$ cat config.mk
export PLATFORM = sky130hd
export DESIGN_NAME = wb_port_arbiter
export DESIGN_NICKNAME = d
export VERILOG_FILES = /design/src/rtl/wb_arb_pkg.sv /design/src/rtl/wb_arb_fifo.sv /design/src/rtl/wb_port_arbiter.sv
export SDC_FILE = /design/constraint.sdc
export NUM_CORES = 1
export LEC_CHECK = 0
export CAP_MARGIN = 15
export CORE_UTILIZATION = 46
export DETAILED_ROUTE_END_ITERATION = 10
export GPL_TIMING_DRIVEN = 0
export PLACE_DENSITY = 0.8
export SETUP_SLACK_MARGIN = 0.4
export SLEW_MARGIN = 20
export SYNTH_ARGS = -nofsm -noshare
export SYNTH_HDL_FRONTEND = slang
export SYNTH_SLANG_ARGS = --single-unit
$ cat constraint.sdc
create_clock -name clk -period 3.95 [get_ports clk]
set_input_delay 0.5925 -clock clk [delete_from_list [all_inputs] [get_ports clk]]
set_output_delay 0.5925 -clock clk [all_outputs]
set_load 0.02 [all_outputs]
$ cat src/rtl/wb_arb_pkg.sv
// Shared types and defaults for the writeback port arbiter and its result queue.
package wb_arb_pkg;

    // Arbiter modes: queue empty, pipeline-priority with queued work, forced drain.
    typedef enum logic [1:0] {
        ST_IDLE  = 2'd0,
        ST_PEND  = 2'd1,
        ST_DRAIN = 2'd2
    } arb_state_t;

    localparam int STARVE_LIMIT_DEF = 4;
    localparam int FIFO_DEPTH_DEF   = 2;

    localparam int RD_W    = 5;
    localparam int DATA_W  = 32;
    // One queued result is {rd, data}.
    localparam int ENTRY_W = RD_W + DATA_W;
    // Occupancy counter width, sized for the default depth.
    localparam int CNT_W   = 2;

endpackage

$ cat src/rtl/wb_arb_fifo.sv
// Small FIFO holding multi-cycle results waiting for a free register-file write port.
module wb_arb_fifo
    import wb_arb_pkg::*;
#(
    parameter int DEPTH = FIFO_DEPTH_DEF
) (
    input  logic               clk,
    input  logic               rst,
    input  logic               push,
    input  logic               pop,
    input  logic [ENTRY_W-1:0] din,
    output logic [ENTRY_W-1:0] dout,
    output logic               full,
    output logic               empty,
    output logic [CNT_W-1:0]   count
);

    localparam int PTR_W = (DEPTH > 1) ? $clog2(DEPTH) : 1;

    logic [ENTRY_W-1:0] mem [DEPTH];
    logic [PTR_W-1:0]   wr_ptr;
    logic [PTR_W-1:0]   rd_ptr;
    logic               do_push;
    logic               do_pop;

    // Pointers wrap explicitly so non-power-of-two depths stay correct.
    function automatic logic [PTR_W-1:0] ptr_inc(input logic [PTR_W-1:0] p);
        return (p == PTR_W'(DEPTH - 1)) ? '0 : p + PTR_W'(1);
    endfunction

    assign full    = (count == CNT_W'(DEPTH));
    assign empty   = (count == '0);
    assign do_push = push && !full;
    assign do_pop  = pop && !empty;
    assign dout    = mem[rd_ptr];

    // Control state: pointers and occupancy, cleared immediately by reset.
    always_ff @(posedge clk or posedge rst) begin
        if (rst) begin
            wr_ptr <= '0;
            rd_ptr <= '0;
            count  <= '0;
        end else begin
            if (do_push) wr_ptr <= ptr_inc(wr_ptr);
            if (do_pop)  rd_ptr <= ptr_inc(rd_ptr);
            case ({do_push, do_pop})
                2'b10:   count <= count + CNT_W'(1);
                2'b01:   count <= count - CNT_W'(1);
                default: count <= count;
            endcase
        end
    end

    // Entry storage; contents are only meaningful while counted as occupied.
    always_ff @(posedge clk) begin
        if (do_push) mem[wr_ptr] <= din;
    end

endmodule

$ cat src/rtl/wb_port_arbiter.sv
// Shares the single register-file write port between the writeback stage and
// queued multi-cycle results, forcing a one-cycle drain when the queue starves.
module wb_port_arbiter
    import wb_arb_pkg::*;
#(
    parameter int STARVE_LIMIT = STARVE_LIMIT_DEF,
    parameter int FIFO_DEPTH   = FIFO_DEPTH_DEF
) (
    input  logic              clk,
    input  logic              rst,
    input  logic              pipe_rf_wb,
    input  logic [RD_W-1:0]   pipe_rd,
    input  logic [DATA_W-1:0] pipe_data,
    input  logic              mcu_valid,
    input  logic [RD_W-1:0]   mcu_rd,
    input  logic [DATA_W-1:0] mcu_data,
    output logic              mcu_ready,
    output logic              rf_we,
    output logic [RD_W-1:0]   rf_rd,
    output logic [DATA_W-1:0] rf_wdata,
    output logic              pipe_stall,
    output logic [CNT_W-1:0]  q_count
);

    localparam int STV_W = $clog2(STARVE_LIMIT + 1);

    arb_state_t         state;
    arb_state_t         state_nxt;
    logic [STV_W-1:0]   starve_cnt;
    logic [STV_W-1:0]   starve_nxt;

    logic               pv;
    logic               sel_pipe;
    logic               sel_head;
    logic               pop;
    logic               enq;
    logic               q_full;
    logic               q_empty;
    logic               q_last;
    logic [ENTRY_W-1:0] head;

    // A full queue never accepts, even if it pops this cycle; x0 results are
    // acknowledged but never stored.
    assign mcu_ready = !q_full;
    assign enq       = mcu_valid && mcu_ready && (mcu_rd != '0);
    assign pop       = sel_head;
    assign q_last    = (q_count == CNT_W'(1));

    wb_arb_fifo #(
        .DEPTH (FIFO_DEPTH)
    ) u_fifo (
        .clk   (clk),
        .rst   (rst),
        .push  (enq),
        .pop   (pop),
        .din   ({mcu_rd, mcu_data}),
        .dout  (head),
        .full  (q_full),
        .empty (q_empty),
        .count (q_count)
    );

    // State register; the stall flag is registered from the next state so it
    // is high exactly for cycles spent in DRAIN.
    always_ff @(posedge clk or posedge rst) begin
        if (rst) begin
            state      <= ST_IDLE;
            starve_cnt <= '0;
            pipe_stall <= 1'b0;
        end else begin
            state      <= state_nxt;
            starve_cnt <= starve_nxt;
            pipe_stall <= (state_nxt == ST_DRAIN);
        end
    end

    // Next-state and starvation bookkeeping.
    always_comb begin
        state_nxt  = state;
        starve_nxt = starve_cnt;
        case (state)
            ST_IDLE: begin
                if (enq) state_nxt = ST_PEND;
            end
            ST_PEND: begin
                if (pop && q_last && !enq)
                    state_nxt = ST_IDLE;
                else if (sel_pipe && (starve_cnt == STV_W'(STARVE_LIMIT - 1)))
                    state_nxt = ST_DRAIN;
            end
            ST_DRAIN: begin
                // The drain pops exactly one entry, then pipeline priority resumes.
                if (q_empty || (q_last && !enq))
                    state_nxt = ST_IDLE;
                else
                    state_nxt = ST_PEND;
            end
            default: state_nxt = ST_IDLE;
        endcase

        if (state_nxt == ST_IDLE || pop)
            starve_nxt = '0;
        else if (state == ST_PEND && sel_pipe && starve_cnt < STV_W'(STARVE_LIMIT))
            starve_nxt = starve_cnt + STV_W'(1);
    end

    // Port select and write-port drive; unused fields are held at zero.
    always_comb begin
        pv       = pipe_rf_wb && (pipe_rd != '0) && !pipe_stall;
        sel_pipe = 1'b0;
        sel_head = 1'b0;
        case (state)
            ST_IDLE:  sel_pipe = pv;
            ST_PEND: begin
                if (pv) sel_pipe = 1'b1;
                else    sel_head = !q_empty;
            end
            ST_DRAIN: sel_head = !q_empty;
            default:  sel_pipe = 1'b0;
        endcase

        rf_we    = sel_pipe || sel_head;
        rf_rd    = '0;
        rf_wdata = '0;
        if (sel_pipe) begin
            rf_rd    = pipe_rd;
            rf_wdata = pipe_data;
        end else if (sel_head) begin
            {rf_rd, rf_wdata} = head;
        end
    end

endmodule

==> metrics.md, run 1 <==
| Metric | Value |
|---|---|
| Placed cell count | 493 |
| Tcrit/Tclk final | 0.873 |
| Most frequent cells in the layout | 82 x clkdlybuf4s50_1, 74 x edfxtp_1, 41 x nand2_1, 38 x mux2i_1, 31 x o21ai_1 |
| Wire per inst | 15.6 um |
| Leak Pwr | 2.04 nW |
| Final wirelength | 7.94 mm |
| Worst skew pair latency | 0.34 ns |
| CP Max Fanout | 10 |
| Synth cell types | 36 |
| Fin cells | 510 |
| Root buffer cell | clkbuf_8 |
| VDD IR max | about 0.0003 V |
| Worst path bufs/invs | 3 |
| Final Hold Fails | 0 |
| CTS tree | done |
| CP required | approximately 3.4 ns |
| RSZ-0062 raised after global routing | false |
| Share of the yosys chip area belonging to registers | 0.658 |
| WP depth | 8 |
| Pwr dens | 598 nW/um2 |
| Cells after Synth | 270 |
| Max-slew headroom | 0.495 |
| Yosys synthesis warning count | 0 |
| Vias | 2590 |
| GPL Wtd Cong | 0.774 |
| # setup viols final | 0 |
| Global-route wire length before repair | 12.8 mm |
| Clock Sinks | 84 |
| Worst hold path class | flop to flop |
| Final hold slack | 0.540 ns |
| Hold path depth | 1 |
| DRC violations left | 0 |
| Die area | 8530 um2 |
| Core Footprint | 7810 um2 |
| CTS Buffer Depth | 2 |
| Max H-tree Level | 3 |
| Cell family contributing the most delay on the critical path | buffers and inverters |
| Setup TNS | 0 ns |
| Cell Chain, Critical Path | clkdlybuf4s50_1 -> or4_4 -> o211ai_2 -> o2111ai_4 -> inv_2 -> o21ai_4 -> o21ai_0 -> dlygate4sd2_1 |
| Number of synthesized register bits | 84 |
| Syn avg cell area | 13.9 um2 |
| Largest net degree at the start of global routing | 23 |
| DR vias/cell | 5.08 |
| Ports | 120 |
| Global Route Usage Sum | 0.199 |
| Critical path capture point type | output pin |
| CP max-delay cell | or4_4 |
| Num CTS Buffers | 9 |
| DR pass1 iterations | 4 |
| Max Clock Freq | approximately 0.29 GHz |
| Crit Path Category | primary input to output pin |
| Nets | 491 |
| Drt initial violations | 84 |
| Finished Cell Area | 5170 um2 |
| Ant diodes | 0 |
| Share of cells above drive strength 1 | 0.162 |
| Commonest non-fill, non-tap cell in the layout | clkdlybuf4s50_1 |
| Die width | between 90 and 100 um |
| PortBufs | 119 |
| CP peak stage delay | 0.58 ns |
| Grt ovf | 0 |
| Synthesis-to-layout area growth | 37.8% |
| Placed Area | 5140 um2 |
| Initial Utilization | 0.481 |
| Max-cap viol count | 0 |
| CTS clk-pin slew, worst paths | 0.08 ns |
| Slew Limit Fails | 0 |
| Worst EP arrival | ~2.9 ns |
| Post-DP HPWL | about 5.7 mm |
| Antenna Nets Post-Route | 0 |
| CP startpoint kind | primary input |
| Cell depth of the worst flop-to-flop path | 6 |
| Cell Area, Synth | 3760 um2 |
| Outcome | finished clean |
| Die H | 92.4 um |
| Slew of the pin with the lowest slew margin | approximately 0.76 ns |
| Synthesized net count | 358 |
| Row count | 32 |
| Clock period minus worst slack | between 3 and 4 ns |
| Vias in the first global route | 2651 |
| Initial antenna violation count | 0 |
| Clock skew | ~0.0096 ns |
==> stage by stage <==
step	setup slack (ns)	util	power [mW]
floorplan	0.813	-	2.10
global placement	-0.309	0.650	2.57
detailed placement	0.0428	0.659	2.65
CTS	0.397	0.678	3.15
global route	0.403	0.663	3.28
finish	0.500	0.663	3.09
==> synthesized netlist by cell type (all sizes together) <==
| library cell | count | share of area |
|---|---|---|
| buf | 8 | 0.020 |
| or4 | 2 | 0.0060 |
| mux2i | 38 | 0.10 |
| nand3 | 2 | 0.0027 |
| ha | 10 | 0.033 |
| nor2 | 5 | 0.0057 |
| o2111ai | 2 | 0.0093 |
| a222oi | 1 | 0.0027 |
| inv | 12 | 0.012 |
| o311a | 1 | 0.0027 |
| nor2b | 1 | 0.0017 |
| and2 | 1 | 0.0017 |
| nor4 | 3 | 0.0050 |
| o211ai | 3 | 0.011 |
| dfrtp | 10 | 0.067 |
| a31oi | 2 | 0.0033 |
| a31o | 1 | 0.0023 |
| o21a | 1 | 0.0020 |
| xnor2 | 4 | 0.0093 |
| a21oi | 1 | 0.0013 |
| and4 | 1 | 0.0023 |
| nand2 | 42 | 0.043 |
| clkbuf | 2 | 0.0020 |
| o21ai | 42 | 0.059 |
| xor2 | 1 | 0.0023 |
| edfxtp | 74 | 0.59 |
==> kinds of logic (layout without fill, tap and decap cells) <==
group           after synthesis  after routing  share of synthesized area
compound gates               54             54                     0.0936
xor+xnor                      5              5                     0.0117
fa+ha+maj                    10             10                     0.0333
buf+inv                      22            160                     0.0343
flops                        84             84                      0.658
mux                          38             38                      0.101
simple gates                 57             57                     0.0676
==> registers in the layout, summed over array words and instances, names as in the netlist <==
register       count
u_fifo.mem        74
pipe_stall         1
starve_cnt         3
u_fifo.count       2
state              2
u_fifo.wr_ptr      1
u_fifo.rd_ptr      1
==> repair_timing <==
action	CTS	global route
buffers inserted	1	0
endpoints found under the setup margin	37	32
pin swaps	0	0
gates resized for setup	40	64
hold buffers	0	0
==> routing by layer <==
metal | share of wire | global-route usage | up-vias
met5 | 0 | 0 | -
met4 | 0.0081 | 0.0586 | 0
met3 | 0.053 | 0.0493 | 7
met2 | 0.53 | 0.348 | 77
met1 | 0.41 | 0.242 | 1240
li1 | - | - | 1266
==> layout make-up <==
type	count	area, um2
Fill cell	576	2630
Sequential cell	84	2470
Multi-Input combinational cell	164	1170
Timing Repair Buffer	122	1090
Clock buffer	12	135
Tap cell	102	128
Buffer	10	83.8
Clock inverter	4	50.0
Inverter	12	45.0
==> worst paths after layout <==
path,startpoint,end,slack [ns]
worst max-delay path,pipe_rd[0],rf_wdata[22],0.50
worst min-delay path,u_fifo.count[0],u_fifo.count[0],0.54
worst max register to register,u_fifo.count[0],u_fifo.mem[1][10],1.91
worst min register to register,u_fifo.count[0],u_fifo.count[0],0.54
max in group asynchronous,rst,u_fifo.rd_ptr,3.11
min in group asynchronous,rst,pipe_stall,0.55
==> power breakdown <==
| group | internal, mW | switching [mW] |
|---|---|---|
| Clock | 0.292 | 0.283 |
| Sequential | 1.20 | 0.0655 |
| Combinational | 0.520 | 0.734 |
| Total | 2.01 | 1.08 |
Note: power is estimated with default switching activity, not from simulation.
==> run 2, diff against run 1 <==
--- a/config.mk
+++ b/config.mk
@@ -5,6 +5,7 @@
 export SDC_FILE = /design/constraint.sdc
 export NUM_CORES = 1
 export LEC_CHECK = 0
+export ABC_CLOCK_PERIOD_IN_PS = 3950
 export CAP_MARGIN = 15
 export CORE_UTILIZATION = 46
 export DETAILED_ROUTE_END_ITERATION = 10
==> results of run 2 <==
Final layout, timing and power as in run 1 (identical DEF).
==> run 3, diff against run 2 <==
--- a/config.mk
+++ b/config.mk
@@ -7,7 +7,7 @@
 export LEC_CHECK = 0
 export ABC_CLOCK_PERIOD_IN_PS = 3950
 export CAP_MARGIN = 15
-export CORE_UTILIZATION = 46
+export CORE_UTILIZATION = 47
 export DETAILED_ROUTE_END_ITERATION = 10
 export GPL_TIMING_DRIVEN = 0
 export PLACE_DENSITY = 0.8
@@ -15,4 +15,5 @@
 export SLEW_MARGIN = 20
 export SYNTH_ARGS = -nofsm -noshare
 export SYNTH_HDL_FRONTEND = slang
+export SYNTH_HIERARCHICAL = 1
 export SYNTH_SLANG_ARGS = --single-unit
==> run 3 against run 2 <==
Highest routed layer unchanged. Worst hold slack got worse by 0.079 ns. Largest power group is now combinational logic. Clock-buffer cell count shrank 3. Largest cell class unchanged. First-iteration DRC count is 23% higher. Flip-flop and latch count did not move. Sequential power hardly changed. Synthesized cell count fell by 11%. Non-clock buffer count increased by 3. Critical path type unchanged. Register-to-register slack got worse by 0.27 ns. Setup slack got worse by 0.0092 ns. Clock skew fell by 0.00084 ns. Total power up 14%.
==> metrics.md, run 3 <==
| Metric | Value |
|---|---|
| Tcrit/Tclk final | 0.876 (+0.00233) |
| Wire per inst | 17.1 um (+9.8%) |
| CP peak stage delay | 0.61 ns (+0.03 ns) |
| Largest Register | u_fifo/mem |
| Ports | 120 (unchanged) |
| Row count | 33 (+3.1%) |
| Grt ovf | 0 (unchanged) |
| EDFF count, synth | 74 (unchanged) |
| Cell Chain, Critical Path | clkdlybuf4s50_1 -> or4_4 -> o211ai_2 -> nand2_4 -> nor2_8 -> a22o_1 -> clkdlybuf4s50_1 |
| Outcome | finished clean |
| Max-slew headroom | 0.569 (+0.0737) |
| Final Hold Fails | 0 (unchanged) |
| GR met1 Demand/Resource | 0.232 (-0.0101) |
| Final wirelength | 8.30 mm (+4.4%) |
| Global-route wire length before repair | 12.5 mm (-2.4%) |
| Clock Sinks | 84 (unchanged) |
| GR Layer Usage met3 | 0.0439 (-0.00536) |
| Num CTS Buffers | 9 (unchanged) |
| Critical path capture point type | output pin |
| Slew of the pin with the lowest slew margin | 0.646 ns (-0.112 ns) |
| Cells after Synth | 240 (-11%) |
| Most frequent cell after synthesis | edfxtp_1 |
| Share of cells above drive strength 1 | 0.213 (+0.0514) |
| Max FFs per register | 74 (unchanged) |
| CTS clk-pin slew, worst paths | 0.08 ns (about the same) |
| GPL Wtd Cong | 0.778 (+0.58%) |
| Post-DP HPWL | 5.92 mm (+3.2%) |
| Ant diodes | 0 (unchanged) |
| Final hold slack | 0.461 ns (-0.0791 ns) |
| CTS Buffer Depth | 2 (unchanged) |
| Initial antenna violation count | 0 (unchanged) |
| Global Route Usage Sum | 0.195 (-0.00356) |
| Synthesis-to-layout area growth | 40.5% |
| CP required | 3.36 ns (about the same) |
| Largest net degree at the start of global routing | 21 (-8.7%) |
| Nets | 460 (-6.3%) |
| Worst skew pair latency | 0.35 ns (about the same) |
| Max H-tree Level | 3 (unchanged) |
| Top flop regs | u_fifo/mem x74, starve_cnt x3 |
| Pwr dens | 635 nW/um2 (+6.1%) |
| Crit path top cell by count | clkdlybuf4s50_1 |
| Yosys top cell area share | 0.564 (-0.0278) |
| Crit Path Category | primary input to output pin |
| Finished Cell Area | 5540 um2 (+7.0%) |
| Number of synthesized register bits | 84 (unchanged) |
| Max Clock Freq | 0.289 GHz (-0.27%) |
| VDD IR max | 0.000563 V (+83%) |
| Leak Pwr | 2.25 nW (+10%) |
| Slew Limit Fails | 0 (unchanged) |
| FFs w/ async S/R, synth | 0.119 (unchanged) |
| Max-cap viol count | 0 (unchanged) |
| Yosys synthesis warning count | 6 (+6) |
| CP startpoint kind | primary input |
| Dominant cell type by area after synthesis | edfxtp_1 |
| Clock period minus worst slack | 3.46 ns (+0.00921 ns) |
| Die width | 93.6 um (+1.3%) |
| Vias in the first global route | 2581 (-2.6%) |
| Worst hold path class | primary input to asynchronous set/reset pin |
| Syn avg cell area | 16.4 um2 (+18%) |
| DRC violations left | 0 (unchanged) |
| Post-synth top flop | edfxtp_1 |
| DR vias/cell | 5.31 (+4.5%) |
| Core Footprint | 8180 um2 (+4.7%) |
| Share of the yosys chip area belonging to registers | 0.627 (-0.0309) |
| Vias | 2573 (-0.66%) |
| DR pass1 iterations | 4 (unchanged) |
| CTS tree | done |
| Commonest non-fill, non-tap cell in the layout | clkdlybuf4s50_1 |
| RSZ-0062 raised after global routing | false |
| Synth cell types | 40 (+11%) |
| Most frequent cells in the layout | 83 x clkdlybuf4s50_1, 74 x edfxtp_1, 37 x a22o_1, 33 x dlygate4sd2_1, 20 x mux2_4 |
| Root buffer cell | clkbuf_8 |
| Die area | 8760 um2 (+2.6%) |
| CP max-delay cell | clkdlybuf4s50_1 |
| Top post-synthesis cells by area | edfxtp_1 56%, a22o_1 8.2%, mux2_4 7.6% |
| Met2 GRT Util | 0.335 (-0.0124) |
| FILL cells | 607 (+5.4%) |
| GRT busiest layer | met2 |
| Drt initial violations | 103 (+23%) |
| Commonest cells in the netlist | 74 x edfxtp_1, 37 x a22o_1, 20 x mux2_4, 17 x mux2_2, 11 x inv_1 |
| Overall Power | 3.51 mW (+14%) |
| Clock skew | 0.00876 ns (-0.000836 ns) |
| PortBufs | 119 (unchanged) |
| Cell Area, Synth | 3940 um2 (+4.9%) |
| Worst EP arrival | 2.87 ns (about the same) |
| Die H | 93.6 um (+1.3%) |
| # setup viols final | 0 (unchanged) |
| Synthesized net count | 325 (-9.2%) |
| CP Max Fanout | 7 (-3) |
| Placed Area | 5330 um2 (+3.6%) |
| Initial Utilization | 0.482 (+0.00100) |
| Antenna Nets Post-Route | 0 (unchanged) |
-- run 3: routing by layer --
| layer | up-vias | wire (um) |
|---|---|---|
| li1 | 1217 | - |
| met1 | 1249 | 3300 |
| met2 | 92 | 4350 |
| met3 | 15 | 450 |
| met4 | 0 | 192 |
| met5 | - | 0 |
-- run 3: cells by family after synthesis --
kind of cell	count (synthesis)	share of synthesized area
flip-flops	84	0.627
AO/OA/AOI/OAI	54	0.120
multiplexers	38	0.127
AND/OR/NAND/NOR	29	0.0495
XOR/XNOR	6	0.0133
adder cells (fa/ha/maj)	7	0.0222
buffers and inverters	22	0.0403
-- run 3: final cells by class --
type                       instances  area [um2]  share of cell area
inverter                          11        41.3             0.00746
buffer                            11         118              0.0212
clock buffer                       9         124              0.0224
timing repair buffer             124        1230               0.223
clock inverter                     7        91.3              0.0165
multi-input combinational        134        1320               0.239
sequential                        84        2470               0.447
tap                              105         131              0.0237
-- run 3: critical path: cells and delay by family --
| kind | cells | cell delay, ns |
|---|---|---|
| and+or+nand+nor | 3 | 0.88 |
| buffers and inverters | 2 | 1.03 |
| AOI/OAI and AO/OA | 2 | 0.37 |
-- run 3: report_power, final --
| group | switching [mW] | internal (mW) | leakage [nW] | total (mW) |
|---|---|---|---|---|
| Sequential | 0.0751 | 1.21 | 0.809 | 1.28 |
| Clock | 0.301 | 0.353 | 0.101 | 0.654 |
| Combinational | 0.798 | 0.778 | 1.34 | 1.58 |
-- run 3: what timing repair did --
item	4_1_cts	5_1_grt
gates resized for setup	33	4
setup endpoints to repair	34	4
setup buffers	3	0
hold buffers	0	0
pin swaps	1	0
-- run 3: worst paths after layout --
kind                              endpoint            start  depth (start not counted)  slack, ns
setup / recovery               rf_wdata[1]       pipe_rd[1]                          7       0.49
hold / removal               u_fifo/wr_ptr              rst                          2       0.46
setup reg to reg           u_fifo/count[1]         state[1]                         10       1.64
hold reg to reg            u_fifo/count[1]  u_fifo/count[1]                          1       0.53
max in group asynchronous    starve_cnt[0]              rst                          2       3.27
min in group clk           u_fifo/count[1]  u_fifo/count[1]                          1       0.53
-- run 3: per-stage QoR --
| step | util | setup WS (ns) | cells | TNS (ns) |
|---|---|---|---|---|
| finish | 0.677 | 0.491 | 485 | 0 |
| global route | 0.677 | 0.424 | 485 | 0 |
| CTS | 0.676 | 0.365 | 485 | 0 |
| detailed placement | 0.652 | 0.240 | 466 | 0 |
| global placement | 0.644 | -0.518 | 464 | -19.15 |
| floorplan | - | 0.807 | 240 | 0 |
